==> src/rtl/eq_pkg.sv <==
// Shared sizes and controller state encoding for the EQ FIR sequencer.
// These defaults are also used by the later gain stages.
package eq_pkg;
   localparam int ORDER      = 12;
   localparam int SAMPLE_W   = 24;
   localparam int COEF_W     = 16;
   localparam int ACC_W      = 44;
   localparam int FRAC_SHIFT = 15;
   localparam int TIMEOUT    = 64;

   typedef enum logic [2:0] {
      IDLE,
      SWAP,
      START,
      WAIT,
      OUT
   } eq_ctrl_state_t;
endpackage

==> src/rtl/eq_round_sat.sv <==
// Round-half-up arithmetic shift of a wide accumulator, then clip to the sample range.
// Purely combinational: zero latency, no handshake.
module eq_round_sat #(
   parameter int ACC_W      = 44,
   parameter int SAMPLE_W   = 24,
   parameter int FRAC_SHIFT = 15
) (
   input  logic [ACC_W-1:0]    acc,
   output logic [SAMPLE_W-1:0] res,
   output logic                clip
);
   localparam int W = ACC_W + 1;
   localparam logic [W-1:0] HALF = {{(W-1){1'b0}}, 1'b1} << (FRAC_SHIFT - 1);

   logic signed [W-1:0] biased;
   logic signed [W-1:0] shifted;
   logic                fits;

   // One guard bit keeps the +half bias from wrapping at the top of the range.
   assign biased  = $signed({acc[ACC_W-1], acc}) + $signed(HALF);
   assign shifted = biased >>> FRAC_SHIFT;

   // In range when every bit above the sample sign bit copies it.
   assign fits = (&shifted[W-1:SAMPLE_W-1]) | ~(|shifted[W-1:SAMPLE_W-1]);
   assign clip = ~fits;

   always_comb begin
      res = shifted[SAMPLE_W-1:0];
      if (!fits) begin
         res = shifted[W-1] ? {1'b1, {(SAMPLE_W-1){1'b0}}} : {1'b0, {(SAMPLE_W-1){1'b1}}};
      end
   end
endmodule

==> src/rtl/eq_filter_ctrl.sv <==
// Sequences one filter run per accepted sample, manages shadow/active coefficient banks.
// Latency >= 3 cycles sample-to-result; one sample in flight, o_sample_ready low while busy.
module eq_filter_ctrl
   import eq_pkg::*;
(
   input  logic                      i_clk,
   input  logic                      i_rst,
   input  logic [SAMPLE_W-1:0]       i_sample,
   input  logic                      i_sample_valid,
   output logic                      o_sample_ready,
   input  logic [3:0]                i_coef_addr,
   input  logic [COEF_W-1:0]         i_coef_data,
   input  logic                      i_coef_we,
   input  logic                      i_coef_commit,
   output logic                      o_commit_pending,
   output logic [SAMPLE_W-1:0]       o_filt_sample,
   output logic [ORDER*COEF_W-1:0]   o_filt_coefs,
   output logic                      o_filt_start,
   input  logic [ACC_W-1:0]          i_filt_result,
   input  logic                      i_filt_ready,
   output logic [SAMPLE_W-1:0]       o_result,
   output logic                      o_result_valid,
   input  logic                      i_result_ready,
   output logic                      o_timeout,
   output logic                      o_sat,
   input  logic                      i_clear_err
);
   localparam int CNT_W = $clog2(TIMEOUT + 1);

   eq_ctrl_state_t                  state, state_d;
   logic                            alive;
   logic                            pending;
   logic [ORDER-1:0][COEF_W-1:0]    shadow;
   logic [ORDER-1:0][COEF_W-1:0]    active;
   logic [CNT_W-1:0]                wait_cnt;
   logic [SAMPLE_W-1:0]             rs_res;
   logic                            rs_clip;
   logic                            accept;
   logic                            wait_last;
   logic                            wait_hit;
   logic                            wait_expired;

   eq_round_sat #(
      .ACC_W      (ACC_W),
      .SAMPLE_W   (SAMPLE_W),
      .FRAC_SHIFT (FRAC_SHIFT)
   ) u_round_sat (
      .acc  (i_filt_result),
      .res  (rs_res),
      .clip (rs_clip)
   );

   assign wait_last        = (wait_cnt == CNT_W'(TIMEOUT - 1));
   assign accept           = o_sample_ready & i_sample_valid;
   assign wait_hit         = (state == WAIT) & i_filt_ready;
   assign wait_expired     = (state == WAIT) & ~i_filt_ready & wait_last;
   assign o_commit_pending = pending;
   assign o_filt_coefs     = active;

   always_ff @(posedge i_clk or posedge i_rst) begin
      if (i_rst) begin
         state <= IDLE;
      end else begin
         state <= state_d;
      end
   end

   always_comb begin
      state_d        = state;
      o_sample_ready = 1'b0;
      o_filt_start   = 1'b0;
      o_result_valid = 1'b0;
      case (state)
         IDLE: begin
            // alive holds ready low for the first cycle after reset release
            o_sample_ready = alive & ~pending;
            if (alive & ~pending & i_sample_valid) begin
               state_d = START;
            end else if (pending | i_coef_commit) begin
               state_d = SWAP;
            end
         end
         SWAP: begin
            state_d = IDLE;
         end
         START: begin
            o_filt_start = 1'b1;
            state_d      = WAIT;
         end
         WAIT: begin
            if (i_filt_ready) begin
               state_d = OUT;
            end else if (wait_last) begin
               state_d = IDLE;
            end
         end
         OUT: begin
            o_result_valid = 1'b1;
            if (i_result_ready) begin
               state_d = IDLE;
            end
         end
         default: begin
            state_d = IDLE;
         end
      endcase
   end

   always_ff @(posedge i_clk or posedge i_rst) begin
      if (i_rst) begin
         alive         <= 1'b0;
         pending       <= 1'b0;
         shadow        <= '0;
         active        <= '0;
         wait_cnt      <= '0;
         o_filt_sample <= '0;
         o_result      <= '0;
         o_timeout     <= 1'b0;
         o_sat         <= 1'b0;
      end else begin
         alive <= 1'b1;

         for (int i = 0; i < ORDER; i++) begin
            if (i_coef_we && (i_coef_addr == 4'(i))) begin
               shadow[i] <= i_coef_data;
            end
         end

         // The swap copies the shadow as it stood before this cycle's write.
         if (state == SWAP) begin
            active  <= shadow;
            pending <= 1'b0;
         end else if (i_coef_commit) begin
            pending <= 1'b1;
         end

         if (accept) begin
            o_filt_sample <= i_sample;
         end

         if (state == START) begin
            wait_cnt <= '0;
         end else if (state == WAIT) begin
            wait_cnt <= wait_cnt + 1'b1;
         end

         if (wait_hit) begin
            o_result <= rs_res;
         end

         if (wait_hit & rs_clip) begin
            o_sat <= 1'b1;
         end else if (i_clear_err) begin
            o_sat <= 1'b0;
         end

         if (wait_expired) begin
            o_timeout <= 1'b1;
         end else if (i_clear_err) begin
            o_timeout <= 1'b0;
         end
      end
   end
endmodule
==> config.mk <==
export PLATFORM = sky130hd
export DESIGN_NAME = eq_filter_ctrl
export DESIGN_NICKNAME = d
export VERILOG_FILES = /design/src/rtl/eq_pkg.sv /design/src/rtl/eq_round_sat.sv /design/src/rtl/eq_filter_ctrl.sv
export SDC_FILE = /design/constraint.sdc
export NUM_CORES = 1
export LEC_CHECK = 0
export CORE_ASPECT_RATIO = 0.5
export CORE_MARGIN = 3
export CORE_UTILIZATION = 52
export CTS_CLUSTER_SIZE = 40
export DETAILED_ROUTE_END_ITERATION = 8
export GPL_ROUTABILITY_DRIVEN = 0
export PLACE_DENSITY = 0.91
export SYNTH_ARGS = -nofsm -noshare
export SYNTH_HDL_FRONTEND = slang
export SYNTH_SLANG_ARGS = --single-unit
==> constraint.sdc <==
create_clock -name i_clk -period 21.7 [get_ports i_clk]
set_clock_uncertainty 0.1 [all_clocks]
set_input_delay 6.51 -clock i_clk [delete_from_list [all_inputs] [get_ports i_clk]]
set_output_delay 6.51 -clock i_clk [all_outputs]
set_load 0.02 [all_outputs]
==> run_results.csv, run 1 <==
group,metric,value,unit
finish,synthToLayoutAreaGrowth,28.1,%
setup_path,reg2reg_depth,4,
yosys,yosysWarnings,0,
setup_path,end_kind,"flip-flop",
hold_path,hold_path.class,"flip-flop to flip-flop",
clock_tree,ctsRootBufferMaster,"clkbuf_16",
setup_path,crit_slowest_cell,"o31ai_2",
grt,antenna_found_initial,0,
finish,nNetsFinal,1556,
floorplanning,die_w,265,µm
placed_design,port_buffers,327,
setup_path,worstPathArrival,9.73,ns
detailed_routing,via_count,10699,
detailed_routing,ant_nets,0,
clock_tree,clkLatencyLatePin,0.55,ns
yosys,seq_area_frac_synth,0.641,
yosys,ys.flop_type,"dfrtp_1",
floorplanning,fp.dieH,135,µm
floorplanning,start_util,0.538,
finish,drive_gt1_frac,0.339,
sta,finalSetupViolCount,0,
grt,grt_max_degree,194,
clock_tree,cts_hold_buf,0,
yosys,synth_top_area_cell,"dfrtp_1",
sta,finalCriticalPeriod,9.38,ns
clock_tree,cts-root-to-sink-buffers,3,
yosys,synthCells,1148,
detailed_routing,wl,44500,µm
detailed_routing,drtIter0Drc,720,
power_and_ir_drop,p_leak,0.00956,µW
grt,overflow,0,
setup_path,startpoint_type,"input pin",
finish,fillers,2043,
yosys,netlist_area,0.0174,mm²
job,maxCapViolCount,0,
setup_path,crit_chain,"clkdlybuf4s50_1 > nand3_2 > or2_0 > nor4_4 > xnor2_1 > o31ai_2 > o21ai_0 > a21oi_2",
sta,final_hold_viol_count,0,
detailed_routing,firstDrtPassIters,5,
sta,rsz0062_at_grt,"false",
yosys,synth_edf_count,0,
sta,worst_pin_slew,1.25,ns
floorplanning,core,0.0323,mm²
setup_path,path_class,"input pin to flip-flop",
clock_tree,clk_transition_reported_paths,0.07,ns
sta,max-slew-margin-rel,0.160,
placed_design,dp_hpwl,29600,µm
finish,diodes,0,
yosys,synth_top_area_frac,0.641,
floorplanning,die_area,0.0359,mm²
floorplanning,num_rows,46,
clock_tree,cts_repair_resize_count,0,
detailed_routing,drc,0,
yosys,yosys-top-cells-area,"dfrtp_1, mux2_2, clkbuf_1",
yosys,synth-seq-cells,446,
clock_tree,cts_sinks,446,
clock_tree,cts_setup_buffers,0,
finish,seq_area,0.0112,mm²
setup_path,crit_fanout,22,
detailed_routing,vias_per_cell,5.58,
finish,multiInputGateArea,0.00596,mm²
detailed_routing,wl_per_cell,23.2,µm
hold_path,holdPathStages,1,
grt,grt_pass1_wl,68200,µm
setup_path,cpPeakStageDelay,1.06,ns
floorplanning,io-pin-count,342,
sta,setup_tns,0,ns
yosys,ys_async_sr_fraction,1.00,
clock_tree,cts_buffers,40,
grt,grt_pass1_vias,11622,
clock_tree,cts_tree,"done",
run_status,status,"finished, final reports clean",
power_and_ir_drop,ir_drop,0.000123,V
sta,max_clock_freq,107,MHz
sta,final.period_utilization,0.432,
sta,drv_slew,0,
grt,track_usage,0.246,
yosys,synth_nets,1246,
power_and_ir_drop,p_per_area,153,mW/mm²
clock_tree,cts-htree-levels,2,
finish,post-route-util,0.690,
setup_path,cp.required,22.05,ns
yosys,yosysUniqueCellTypes,41,
yosys,avgSynthCellArea,15.2,µm²
==> layer usage <==
| layer | up-vias | part of all wire | global-route usage | wire length, µm |
|---|---|---|---|---|
| met1 | 5678 | 0.40 | 0.298 | 17600 |
| met3 | 101 | 0.031 | 0.0347 | 1380 |
| met5 | - | 0 | 0 | 0 |
| li1 | 4645 | - | - | - |
| met4 | 0 | 0.039 | 0.0926 | 1750 |
| met2 | 275 | 0.53 | 0.454 | 23700 |
==> registers in the layout, indices dropped and copies added (netlist names) <==
register	flops
o_filt_sample	24
o_result	24
state	3
shadow	192
alive	1
wait_cnt	7
o_timeout	1
o_commit_pending	1
o_sat	1
o_filt_coefs	192
==> cells by family after synthesis <==
family | count (synthesis) | synth area share
fa+ha+maj | 2 | 0.00144
flops | 446 | 0.641
simple gates | 121 | 0.0385
mux | 411 | 0.266
buf+inv | 74 | 0.0175
xor+xnor | 24 | 0.0121
other cells | 1 | 0.000215
compound gates | 69 | 0.0239
==> layout make-up <==
| cell class | instances | area share |
|---|---|---|
| multi-input cells | 628 | 0.267 |
| clock inverters | 11 | 0.00465 |
| inverters | 5 | 0.00118 |
| repair buffers | 337 | 0.151 |
| well taps | 432 | 0.0242 |
| clock buffers | 58 | 0.0519 |
| flip-flops and latches | 446 | 0.500 |
==> placed cells by master (no fill, tap or decap), types with 5 or more instances in the layout <==
cell type	n
xnor2_1	12
nor3_1	6
nor2_1	23
a21oi_1	19
clkdlybuf4s50_1	327
mux2_2	408
a21oi_2	9
dfrtp_1	446
or3_1	5
xor2_1	12
clkbuf_16	40
nand3_1	12
clkbuf_1	9
clkbuf_8	9
and3_1	5
buf_4	9
o21ai_0	31
nand2b_1	8
nand2_1	30
clkinv_2	6
==> where the power goes <==
group          switching [µW]  internal, µW
Sequential                181          1140
Clock                     308           385
Combinational             664           723
Total                    1150          2250
==> per-stage QoR <==
step           cells  hold WS [ns]  instance area (µm²)  setup WS, ns  power [µW]
5_1_grt         1917         0.408                22300         12.07        3550
4_1_cts         1917         0.389                22300         12.37        3430
2_1_floorplan   1148         0.352                17400          2.66        2070
6_report        1917         0.390                22300         12.32        3410
3_5_place_dp    1848         0.387                21100         11.79        2730
3_3_place_gp    1848         0.374                21100         11.95        2660
==> cells in the mapped netlist (all sizes together) (2+ instances only) <==
cell / number
nand4: 5
a21o: 3
nor4: 4
o21ai: 31
or2: 3
a21oi: 29
mux2i: 3
and3: 5
and4: 4
nor2b: 2
or3: 7
nor2: 25
xor2: 12
clkbuf: 63
o41ai: 2
buf: 6
nand2b: 8
nand2: 30
nor3: 7
xnor2: 12
nand3: 14
and2: 2
nor3b: 2
inv: 5
mux2: 408
ha: 2
dfrtp: 446
nand3b: 2
o31ai: 3
==> worst max-delay path: cells and delay by family <==
kind                      cells  cell delay [ns]
and+or+nand+nor               3             0.92
xor gates and xnor gates      1             0.16
buffers and inverters         1             0.56
AOI/OAI and AO/OA             3             1.57
==> final timing paths <==
| kind | startpoint | endpoint | slack (ns) |
|---|---|---|---|
| setup / recovery | i_filt_result[17] | o_result[19]$_DFFE_PP0P_ | 12.32 |
| setup reg to reg | state[0]$_DFFE_PP0P_ | o_filt_coefs[115]$_DFFE_PP0P_ | 19.12 |
| max in group asynchronous | i_rst | shadow[17]$_DFFE_PP0P_ | 12.51 |
| hold reg to reg | shadow[33]$_DFFE_PP0P_ | o_filt_coefs[33]$_DFFE_PP0P_ | 0.39 |
| hold / removal | shadow[33]$_DFFE_PP0P_ | o_filt_coefs[33]$_DFFE_PP0P_ | 0.39 |
| min in group asynchronous | i_rst | o_result[20]$_DFFE_PP0P_ | 6.45 |
Power figures use the tool's default switching activity.
==> inputs of run 2 (changes only) <==
- clock period: 21.7 -> 9.44 ns (I/O delays scaled with it)
==> run_results.csv, run 2 (synthesis gave the netlist of run 1 again) <==
group,metric,value,unit
sta,drv_slew,0,
finish,seq_area,0.0112,mm²
finish,fillers,2073,
detailed_routing,drtIter0Drc,684,
finish,multiInputGateArea,0.00596,mm²
setup_path,cp.required,9.79,ns
clock_tree,cts-htree-levels,2,
clock_tree,cts-root-to-sink-buffers,3,
run_status,status,"finished, final reports clean",
sta,rsz0062_at_grt,"false",
clock_tree,ctsRootBufferMaster,"clkbuf_16",
job,maxCapViolCount,0,
detailed_routing,via_count,10674,
clock_tree,clk_transition_reported_paths,0.07,ns
grt,overflow,0,
sta,max-slew-margin-rel,0.115,
floorplanning,die_area,0.0359,mm²
detailed_routing,vias_per_cell,5.57,
floorplanning,core,0.0323,mm²
power_and_ir_drop,p_leak,0.00956,µW
placed_design,dp_hpwl,29200,µm
setup_path,startpoint_type,"input pin",
power_and_ir_drop,p_per_area,352,mW/mm²
sta,setup_tns,0,ns
clock_tree,cts_buffers,39,
clock_tree,cts_hold_buf,0,
finish,nNetsFinal,1554,
finish,drive_gt1_frac,0.336,
placed_design,port_buffers,327,
floorplanning,die_w,265,µm
floorplanning,start_util,0.538,
setup_path,crit_fanout,22,
sta,max_clock_freq,173,MHz
clock_tree,cts_repair_resize_count,0,
grt,grt_max_degree,195,
clock_tree,cts_tree,"done",
clock_tree,cts_sinks,446,
floorplanning,fp.dieH,135,µm
sta,final_hold_viol_count,0,
grt,grt_pass1_wl,67700,µm
detailed_routing,firstDrtPassIters,5,
setup_path,path_class,"input pin to flip-flop",
hold_path,hold_path.class,"flip-flop to flip-flop",
finish,final_common_cell,"dfrtp_1",
grt,grt_pass1_vias,11554,
finish,layout_common_cells,"dfrtp_1, mux2_2, clkdlybuf4s50_1",
floorplanning,num_rows,46,
detailed_routing,ant_nets,0,
sta,finalSetupViolCount,0,
setup_path,end_kind,"flip-flop",
detailed_routing,wl,44500,µm
clock_tree,cts_setup_buffers,0,
power_and_ir_drop,ir_drop,0.000262,V
sta,worst_pin_slew,1.32,ns
sta,hold_ws,0.391,ns
grt,antenna_found_initial,1,
grt,track_usage,0.245,
finish,synthToLayoutAreaGrowth,28.4,%
detailed_routing,wl_per_cell,23.2,µm
power_and_ir_drop,p_total,7880,µW
sta,final.period_utilization,0.613,
finish,diodes,0,
clock_tree,clkLatencyLatePin,0.54,ns
floorplanning,io-pin-count,342,
sta,finalCriticalPeriod,5.78,ns
setup_path,worstPathArrival,6.13,ns
detailed_routing,drc,0,
run 2: cell types whose count changed in the layout (fill, tap and decap cells not counted), sizes merged:
cell and delta:
clkinvlp +1, bufinv +2, inv -2, clkinv -4
buf -1, clkbuf +3
run 2: critical path: stages:
cell and delay [ns]:
clkdlybuf4s50_1 0.55, nand3_2 0.11, or2_0 0.46, nor4_4 0.43
xnor2_1 0.17, o31ai_2 1.05, o21ai_0 0.33, a21oi_2 0.19
run 2: final timing paths:
check	to	start	slack, ns	cells past startpoint
worst max-delay path	o_result[12]$_DFFE_PP0P_	i_filt_result[17]	3.66	8
worst min-delay path	o_timeout$_DFFE_PP0P_	o_timeout$_DFFE_PP0P_	0.39	2
worst max register to register	o_filt_coefs[90]$_DFFE_PP0P_	state[0]$_DFFE_PP0P_	6.82	4
worst min register to register	o_timeout$_DFFE_PP0P_	o_timeout$_DFFE_PP0P_	0.39	2
max in group asynchronous	shadow[19]$_DFFE_PP0P_	i_rst	5.39	3
min in group asynchronous	o_filt_coefs[78]$_DFFE_PP0P_	i_rst	2.53	2
run 2: stage by stage:
| step | cell area (µm²) | std cells | util | setup WS (ns) |
|---|---|---|---|---|
| global placement | 21100 | 1847 | 0.651 | 3.40 |
| floorplan | 17400 | 1148 | - | 0.479 |
| global route | 22400 | 1916 | 0.691 | 3.43 |
| finish | 22400 | 1916 | 0.691 | 3.66 |
| CTS | 22400 | 1916 | 0.691 | 3.72 |
| detailed placement | 21100 | 1847 | 0.651 | 3.18 |
run 2: layer usage:
layer	routed length, µm	GRT usage	part of all wire	vias to the layer above
met5	13	0	0.00029	-
met4	2400	0.120	0.054	2
met3	1500	0.0325	0.034	128
met2	23200	0.444	0.52	302
met1	17400	0.293	0.39	5591
li1	-	-	-	4651
run 2: final cells by class:
type                            count  share of cell area
Clock inverter                      8             0.00593
Timing Repair Buffer              336               0.151
Sequential cell                   446               0.499
Tap cell                          432              0.0242
Multi-Input combinational cell    628               0.267
Clock buffer                       61              0.0519
Inverter                            5             0.00101
run 2: power breakdown:
group / switching, µW / internal [µW]
Combinational: 1530 / 1670
Sequential: 423 / 2630
Clock: 698 / 931
==> inputs of run 3 (changes only) <==
- CORE_UTILIZATION: 52 -> 47
- PLACE_DENSITY: 0.91 -> 0.88
- clock period: 9.44 -> 5.18 ns (I/O delays scaled with it)
==> run_results.csv, run 3 (synthesis gave the netlist of run 1 again) <==
group,metric,value,unit
floorplanning,core,0.0362,mm²
sta,max-slew-margin-rel,0.184,
detailed_routing,ant_nets,0,
power_and_ir_drop,p_leak,0.00966,µW
sta,final_hold_viol_count,0,
clock_tree,cts_hold_buf,0,
grt,gr-usage-met1,0.263,
finish,synthToLayoutAreaGrowth,29.9,%
clock_tree,ctsRootBufferMaster,"clkbuf_16",
sta,setup_ws,0.822,ns
setup_path,path_class,"input pin to flip-flop",
finish,drive_gt1_frac,0.346,
grt,gr-usage-met2,0.414,
setup_path,worstPathArrival,4.72,ns
clock_tree,cts_sinks,446,
finish,diodes,0,
grt,grt_use_met3,0.0328,
finish,fillers,2470,
floorplanning,num_rows,49,
clock_tree,cts_tree,"done",
floorplanning,die_area,0.0395,mm²
grt,overflow,0,
setup_path,cp.required,5.54,ns
sta,drv_slew,0,
job,maxCapViolCount,0,
detailed_routing,drtIter0Drc,638,
grt,grt_pass1_vias,11642,
grt,antenna_found_initial,0,
setup_path,crit_slowest_cell,"o31ai_1",
sta,finalSetupViolCount,0,
floorplanning,io-pin-count,342,
sta,final.period_utilization,0.841,
clock_tree,cts_buffers,41,
placed_design,dp_slack,0.397,ns
sta,rsz0062_at_grt,"false",
power_and_ir_drop,ir_drop,0.000306,V
detailed_routing,drc,0,
sta,max_clock_freq,229,MHz
grt,grt_pass1_wl,68500,µm
clock_tree,cts-root-to-sink-buffers,3,
hold_path,hold_path.class,"flip-flop to flip-flop",
floorplanning,fp.dieH,142,µm
clock_tree,clk_transition_reported_paths,0.07,ns
finish,final_area,0.0226,mm²
detailed_routing,wl,44500,µm
finish,nNetsFinal,1562,
clock_tree,cts_setup_buffers,0,
clock_tree,cts-htree-levels,2,
clock_tree,clkLatencyLatePin,0.55,ns
floorplanning,die_w,278,µm
detailed_routing,wl_per_cell,22.5,µm
finish,seq_area,0.0112,mm²
grt,track_usage,0.223,
run_status,status,"finished, final reports clean",
hold_path,hp-start,"o_timeout$_DFFE_PP0P_",
clock_tree,cts_repair_resize_count,0,
detailed_routing,via_count,10846,
setup_path,crit_fanout,14,
floorplanning,start_util,0.481,
grt,grt_max_degree,191,
finish,final_common_cell,"dfrtp_1",
placed_design,port_buffers,327,
detailed_routing,firstDrtPassIters,5,
grt,grt.busiest_layer,"met2",
sta,worst_pin_slew,1.22,ns
placed_design,placed_cell_area,0.0212,mm²
power_and_ir_drop,p_per_area,641,mW/mm²
placed_design,dp_hpwl,30200,µm
setup_path,r2r-start,"state[0]$_DFFE_PP0P_",
setup_path,cpPeakStageDelay,0.79,ns
finish,multiInputGateArea,0.00596,mm²
setup_path,end_kind,"flip-flop",
detailed_routing,vias_per_cell,5.48,
setup_path,startpoint_type,"input pin",
setup_path,crit_chain,"clkdlybuf4s50_1 > nand3_2 > or2_0 > nor4_4 > xnor2_1 > o31ai_1 > buf_4 > o21ai_0 > a21oi_2",
sta,finalCriticalPeriod,4.36,ns
finish,layout_common_cells,"dfrtp_1, mux2_2, clkdlybuf4s50_1",
setup_path,startpoint,"i_filt_result[17]",
[run 3: cell count changes in the layout (fill, tap and decap cells not counted), sizes merged]
cell and delta:
clkinvlp +2, bufinv -1, buf +6, clkinv +5, inv +1, clkbuf -1
[run 3: path summary, 6_finish.rpt]
path / to / slack, ns / depth (start not counted)
worst max-delay path: o_result[12]$_DFFE_PP0P_ / 0.82 / 9
worst min-delay path: o_timeout$_DFFE_PP0P_ / 0.40 / 2
worst max register to register: o_filt_coefs[97]$_DFFE_PP0P_ / 2.53 / 4
worst min register to register: o_timeout$_DFFE_PP0P_ / 0.40 / 2
max in group asynchronous: shadow[165]$_DFFE_PP0P_ / 2.53 / 3
min in group asynchronous: o_filt_coefs[14]$_DFFE_PP0P_ / 1.37 / 2
[run 3: final cells by class]
class	instances	area share
repair buffers	342	0.152
clock inverters	15	0.00747
clock buffers	60	0.0552
flip-flops and latches	446	0.493
multi-input cells	628	0.264
inverters	5	0.000996
well taps	484	0.0268
[run 3: layer usage]
| layer | routed length (µm) | vias up |
|---|---|---|
| met5 | 0 | - |
| met1 | 17300 | 5752 |
| met4 | 1860 | 0 |
| li1 | - | 4681 |
| met2 | 23900 | 301 |
| met3 | 1480 | 112 |
[run 3: report_power, final]
group / internal (µW) / switching [µW] / leakage, µW
Clock: 1790 / 1330 / 0.000696
Sequential: 4800 / 783 / 0.00546
Combinational: 3040 / 2760 / 0.00351
[run 3: worst max-delay path: cells and delay by family]
| kind | cells | cell delay [ns] |
|---|---|---|
| compound gates | 3 | 1.11 |
| simple gates | 3 | 0.99 |
| buf+inv | 2 | 0.90 |
| xor+xnor | 1 | 0.15 |
[run 3: per-stage QoR]
| stage | std cells | hold WS (ns) | total power, µW | utilization | TNS, ns |
|---|---|---|---|---|---|
| 4_1_cts | 1980 | 0.400 | 14600 | 0.624 | 0 |
| 3_3_place_gp | 1905 | 0.372 | 11200 | 0.585 | 0 |
| 2_1_floorplan | 1148 | 0.352 | 8660 | - | -1116.41 |
| 3_5_place_dp | 1905 | 0.387 | 11400 | 0.585 | 0 |
| 5_1_grt | 1980 | 0.416 | 15100 | 0.624 | 0 |
| 6_report | 1980 | 0.400 | 14500 | 0.624 | 0 |
